**config.mk**
```make
export PLATFORM = sky130hd
export DESIGN_NAME = text_cursor_ctrl
export DESIGN_NICKNAME = d
export VERILOG_FILES = /design/src/rtl/text_cursor_ctrl.sv
export SDC_FILE = /design/constraint.sdc
export NUM_CORES = 1
export LEC_CHECK = 0
export ABC_AREA = 1
export CORE_MARGIN = 1
export CORE_UTILIZATION = 40
export CTS_CLUSTER_DIAMETER = 80
export DETAILED_ROUTE_END_ITERATION = 16
export GPL_TIMING_DRIVEN = 0
export MAX_ROUTING_LAYER = met4
export SYNTH_ARGS = -nofsm -noshare
export SYNTH_HDL_FRONTEND = slang
export SYNTH_SLANG_ARGS = --single-unit
```
**constraint.sdc**
```tcl
create_clock -name clk -period 4.4 [get_ports clk]
set_clock_uncertainty 0.15 [all_clocks]
set_input_delay 0.66 -clock clk [delete_from_list [all_inputs] [get_ports clk]]
set_output_delay 0.66 -clock clk [all_outputs]
set_load 0.02 [all_outputs]
```
**src/rtl/text_cursor_ctrl.sv**
```systemverilog
// text_cursor_ctrl: UART byte stream to 4x32 text RAM write sequencer with cursor,
// backspace, newline and multi-cycle row/screen clear sweeps.  Rev 1.0
`default_nettype none

module text_cursor_ctrl #(
  parameter int unsigned COL_START        = 24,
  parameter logic [7:0]  NEWLINE_CODE     = 8'h0D,
  parameter bit          CLEAR_ON_NEWLINE = 1'b1
) (
  input  logic       clk,
  input  logic       reset,
  input  logic [7:0] i_rx_data,
  input  logic       i_rx_valid,
  output logic       o_ram_we,
  output logic [1:0] o_ram_row,
  output logic [4:0] o_ram_col,
  output logic [7:0] o_ram_wdata,
  output logic [1:0] o_cur_row,
  output logic [4:0] o_cur_col,
  output logic       o_busy,
  output logic       o_overflow
);

  localparam logic [4:0] c_col_off = 5'(COL_START % 32);
  localparam logic [7:0] c_space   = 8'h20;
  localparam logic [7:0] c_bs      = 8'h08;
  localparam logic [7:0] c_ff      = 8'h0C;

  typedef enum logic [1:0] {
    S_IDLE     = 2'd0,
    S_LINE_CLR = 2'd1,
    S_SCR_CLR  = 2'd2
  } state_t;

  state_t     r_state, w_state_nxt;
  logic [6:0] r_cnt, w_cnt_nxt;
  logic [1:0] r_clr_row, w_clr_row_nxt;
  logic [1:0] r_cur_row, w_cur_row_nxt;
  logic [4:0] r_cur_col, w_cur_col_nxt;
  logic       r_we, w_we_nxt;
  logic [1:0] r_row, w_row_nxt;
  logic [4:0] r_col, w_col_nxt;
  logic [7:0] r_wdata, w_wdata_nxt;
  logic       r_overflow, w_overflow_nxt;
  logic [1:0] w_row_inc;
  logic [4:0] w_col_dec;

  assign w_row_inc = r_cur_row + 2'd1;
  assign w_col_dec = r_cur_col - 5'd1;

  always_comb begin
    w_state_nxt    = r_state;
    w_cnt_nxt      = r_cnt;
    w_clr_row_nxt  = r_clr_row;
    w_cur_row_nxt  = r_cur_row;
    w_cur_col_nxt  = r_cur_col;
    w_we_nxt       = 1'b0;
    w_row_nxt      = r_row;
    w_col_nxt      = r_col;
    w_wdata_nxt    = r_wdata;
    w_overflow_nxt = r_overflow;

    // Any byte offered while a sweep runs is lost; remember that it happened.
    if (i_rx_valid && (r_state != S_IDLE)) begin
      w_overflow_nxt = 1'b1;
    end

    case (r_state)
      S_IDLE: begin
        if (i_rx_valid) begin
          if (i_rx_data == NEWLINE_CODE) begin
            w_cur_col_nxt = 5'd0;
            w_cur_row_nxt = w_row_inc;
            if (CLEAR_ON_NEWLINE) begin
              w_state_nxt   = S_LINE_CLR;
              w_clr_row_nxt = w_row_inc;
              w_cnt_nxt     = 7'd0;
            end
          end else if (i_rx_data == c_bs) begin
            if (r_cur_col != 5'd0) begin
              w_cur_col_nxt = w_col_dec;
              w_we_nxt      = 1'b1;
              w_row_nxt     = r_cur_row;
              w_col_nxt     = w_col_dec + c_col_off;
              w_wdata_nxt   = c_space;
            end
          end else if (i_rx_data == c_ff) begin
            w_cur_col_nxt = 5'd0;
            w_cur_row_nxt = 2'd0;
            w_state_nxt   = S_SCR_CLR;
            w_cnt_nxt     = 7'd0;
          end else if ((i_rx_data >= 8'h20) && (i_rx_data <= 8'h7E)) begin
            w_we_nxt    = 1'b1;
            w_row_nxt   = r_cur_row;
            w_col_nxt   = r_cur_col + c_col_off;
            w_wdata_nxt = i_rx_data;
            if (r_cur_col == 5'd31) begin
              w_cur_col_nxt = 5'd0;
              w_cur_row_nxt = w_row_inc;
              if (CLEAR_ON_NEWLINE) begin
                w_state_nxt   = S_LINE_CLR;
                w_clr_row_nxt = w_row_inc;
                w_cnt_nxt     = 7'd0;
              end
            end else begin
              w_cur_col_nxt = r_cur_col + 5'd1;
            end
          end
        end
      end

      S_LINE_CLR: begin
        w_we_nxt    = 1'b1;
        w_row_nxt   = r_clr_row;
        w_col_nxt   = r_cnt[4:0];
        w_wdata_nxt = c_space;
        w_cnt_nxt   = r_cnt + 7'd1;
        if (r_cnt[4:0] == 5'd31) begin
          w_state_nxt = S_IDLE;
        end
      end

      S_SCR_CLR: begin
        w_we_nxt    = 1'b1;
        w_row_nxt   = r_cnt[6:5];
        w_col_nxt   = r_cnt[4:0];
        w_wdata_nxt = c_space;
        w_cnt_nxt   = r_cnt + 7'd1;
        if (r_cnt == 7'd127) begin
          w_state_nxt = S_IDLE;
        end
      end

      default: begin
        w_state_nxt = S_IDLE;
      end
    endcase
  end

  always_ff @(posedge clk) begin
    if (!reset) begin
      r_state    <= S_IDLE;
      r_cnt      <= 7'd0;
      r_clr_row  <= 2'd0;
      r_cur_row  <= 2'd0;
      r_cur_col  <= 5'd0;
      r_we       <= 1'b0;
      r_row      <= 2'd0;
      r_col      <= 5'd0;
      r_wdata    <= 8'd0;
      r_overflow <= 1'b0;
    end else begin
      r_state    <= w_state_nxt;
      r_cnt      <= w_cnt_nxt;
      r_clr_row  <= w_clr_row_nxt;
      r_cur_row  <= w_cur_row_nxt;
      r_cur_col  <= w_cur_col_nxt;
      r_we       <= w_we_nxt;
      r_row      <= w_row_nxt;
      r_col      <= w_col_nxt;
      r_wdata    <= w_wdata_nxt;
      r_overflow <= w_overflow_nxt;
    end
  end

  assign o_ram_we    = r_we;
  assign o_ram_row   = r_row;
  assign o_ram_col   = r_col;
  assign o_ram_wdata = r_wdata;
  assign o_cur_row   = r_cur_row;
  assign o_cur_col   = r_cur_col;
  assign o_busy      = (r_state != S_IDLE);
  assign o_overflow  = r_overflow;

endmodule

`default_nettype wire

```
==> results.yml <==
layout:
  drive_gt1_share_pct: 13.7
  final_nets: 414
  ff_latch_area_um2: 701
  utilization_pct: 51.1
  multi_input_area_mm2: 0.00137
  stdcell_area_mm2: 0.00282
  area_growth_pct: 22.7
  num_antenna_cells: 0
  fill_cells: 591
routing:
  first_pass_iters: 4
  drc: 0
  via_per_inst: 4.81
  drt-total-wl_um: 5820
  vias: 2240
  ant_nets: 0
  wl_per_cell_um: 12.5
  drt_iter0_drc: 124
clock_tree:
  numCtsBuffers: 5
  tritoncts: "done"
  clk_pin_slew_worst_paths_ns: 0.07
  clockRootBuffer: "clkbuf_8"
  htree_levels: 2
  cts_buffer_depth: 2
  cts-resized-gates: 0
  cts_hold_buf: 0
  insertion_delay_ns: 0.29
  post-cts-setup-buffer-count: 0
  cts.sinks: 35
critical_path:
  cp.arrival_ns: 1.83
  reg2reg_depth: 9
  start_kind: "register"
  required_ns: 3.59
  r2r_slack_ns: 2.34
  cp.buffers_inverters: 3
  slowest_delay_ns: 0.62
  rr_endpoint: "o_ram_col[3]"
  cp-end-kind: "output pin"
  crit_type: "reg -> out"
  rr_startpoint: "r_state[0]"
  path_delay_family: "buffers and inverters"
  cp_max_fo: 6
  crit_slowest_cell: "clkdlybuf4s50_1"
  cp-startpoint: "r_state[0]"
  crit_chain: "inv_1 -> ha_1 -> inv_2 -> clkdlybuf4s50_1"
sta:
  finalHoldViolations: 0
  setup_viol: 0
  maxSlewHeadroom_pct: 52.7
  setup-tns-final_ns: 0
  fin_crit_sh_pct: 60.0
  max_freq_mhz: 379
  tightest_slew_ns: 0.709
  finalMaxSlewViolations: 0
  rsz0062_at_grt: "false"
  fin_crit_ns: 2.64
power:
  p_int_mw: 0.496
  p_leak_nw: 1.23
  sequentialPowerShare_pct: 47.8
  peakVddDrop_uv: 154
  switchingPower_mw: 0.208
  p_per_area_mw_per_mm2: 250
  clock_power_share_pct: 33.0
  netSwitchingFraction_pct: 29.5
  combinationalPowerShare_pct: 19.3
synth:
  synthArstFlopShare_pct: 0
  ys_warn_count: 0
  yosys.cell_types.count: 29
  ys.flop_type: "dfxtp_1"
  syn_inst: 351
  synth_top_cell_by_area: "dfxtp_1"
  ys_top_cells_by_count: "nand2_1, nor2_1, dfxtp_1"
  netlist_area_mm2: 0.00229
  ys_top_cells_by_area: "dfxtp_1, nand2_1, nor2_1, nand3_1, inv_1"
  synth_edf_count: 0
  ys_seq_area_share_pct: 30.6
  yosysMostFrequentCell: "nand2_1"
  ys_ff_latch: 35
  synth_top_area_share_pct: 30.6
  avgSynthCellArea_um2: 6.53
  syn_nets: 372
floorplanning:
  std_cell_rows: 27
  start_util_pct: 41.6
  num_io_pins: 36
  chipWidth_um: 77.7
  core_area_mm2: 0.00551
  fp.dieArea_mm2: 0.00604
  die_h_um: 77.7
hold_path:
  hold-path-cell-count: 2
  min_from: "r_clr_row[1]"
  min_to: "r_clr_row[1]"
  hold_path_class: "reg -> reg"
grt:
  antenna_found_initial: 0
  grt_pass1_vias: 2119
  grt_overflow_total: 0
  grt_first_pass_wirelength_um: 9870
  grt_usage_pct: 21.6
  grt_max_degree: 11
run_status:
  status: "finished clean"
placement:
  dpl_cell_area_mm2: 0.00273
  place_congestion: 0.864
  io_buffers: 35
  hpwl_um: 4410
flow_run:
  maxCapViolCount: 0
state kept, by name (all words and copies together) (netlist names), 2 cells and up:
register     cells
o_ram_wdata      8
r_cnt            7
o_cur_col        5
o_ram_col        5
o_cur_row        2
o_ram_row        2
r_clr_row        2
r_state          2
kinds of logic after synthesis:
logic type / count (synthesis) / synth area share (%)
adder cells (fa/ha/maj): 10 / 5.46
AO/OA/AOI/OAI: 49 / 12.8
XOR/XNOR: 4 / 1.53
flip-flops: 35 / 30.6
AND/OR/NAND/NOR: 201 / 39.8
buffers and inverters: 52 / 9.87
layer usage:
layer / track usage, % / vias to the layer above / part of all wire [%]
met5: - / - / 0
met4: 6.60 / 0 / 1.2
met3: 3.65 / 8 / 3.9
met2: 34.6 / 38 / 46
met1: 27.6 / 1003 / 49
li1: - / 1191 / -
stage by stage:
| stage | power [mW] | cells | hold slack [ns] | setup slack, ns |
|---|---|---|---|---|
| after floorplan | 0.429 | 351 | 0.289 | 2.56 |
| after global placement | 0.479 | 458 | 0.302 | 1.80 |
| after detailed placement | 0.479 | 458 | 0.308 | 1.83 |
| after CTS | 0.710 | 466 | 0.318 | 1.76 |
| after global routing | 0.732 | 466 | 0.346 | 1.67 |
| final | 0.703 | 466 | 0.314 | 1.76 |
placed cells by master (no fill, tap or decap):
master | synthesis | final
clkbuf_8 | 0 | 5
xnor2_1 | 1 | 1
o21ai_2 | 4 | 4
dfxtp_1 | 35 | 35
buf_6 | 3 | 3
buf_4 | 2 | 2
xor2_1 | 3 | 3
buf_1 | 1 | 1
nor2_4 | 3 | 3
nand4_1 | 1 | 1
clkbuf_1 | 4 | 6
nand3_4 | 3 | 3
nand3b_1 | 1 | 1
nor3_1 | 3 | 3
nor2_2 | 3 | 3
nor2_1 | 45 | 45
a21oi_2 | 8 | 8
o21ai_1 | 5 | 5
ha_1 | 10 | 10
inv_2 | 7 | 7
o21bai_1 | 1 | 1
nand3_1 | 31 | 31
nand2_1 | 96 | 96
nand2_2 | 13 | 13
o21ai_0 | 7 | 7
inv_1 | 34 | 34
clkdlybuf4s50_1 | 0 | 35
a21oi_1 | 24 | 24
clkinv_2 | 0 | 1
or2_2 | 1 | 1
nor3b_1 | 1 | 1
buf_2 | 1 | 1
worst max-delay path by stage:
stage / to / slack, ns / depth (start not counted)
floorplan: r_cnt[0] / 2.56 / 9
global placement: o_ram_col[1] / 1.80 / 10
detailed placement: r_cnt[0] / 1.83 / 9
CTS: o_busy / 1.76 / 4
global route: o_busy / 1.67 / 4
finish: o_busy / 1.76 / 4
final cells by class:
class | count | share of cell area [%]
repair buffers | 35 | 12.4
inverters | 41 | 5.47
flip-flops and latches | 35 | 24.9
clock inverters | 1 | 0.178
clock buffers | 7 | 2.71
plain buffers | 11 | 2.58
multi-input cells | 264 | 48.5
well taps | 72 | 3.20
power groups by stage:
stage	registers [mW]	clock network, mW	logic, mW
6_report	0.336	0.232	0.135
5_1_grt	0.338	0.245	0.150
4_1_cts	0.336	0.237	0.136
3_5_place_dp	0.343	0	0.136
3_3_place_gp	0.343	0	0.135
2_1_floorplan	0.356	0	0.0731
tightest hold or removal path: stages, from the launching register on:
cell     delay [ns]
dfxtp_1        0.31
nand2_1        0.06
a21oi_1        0.05
Power figures use the tool's default switching activity.
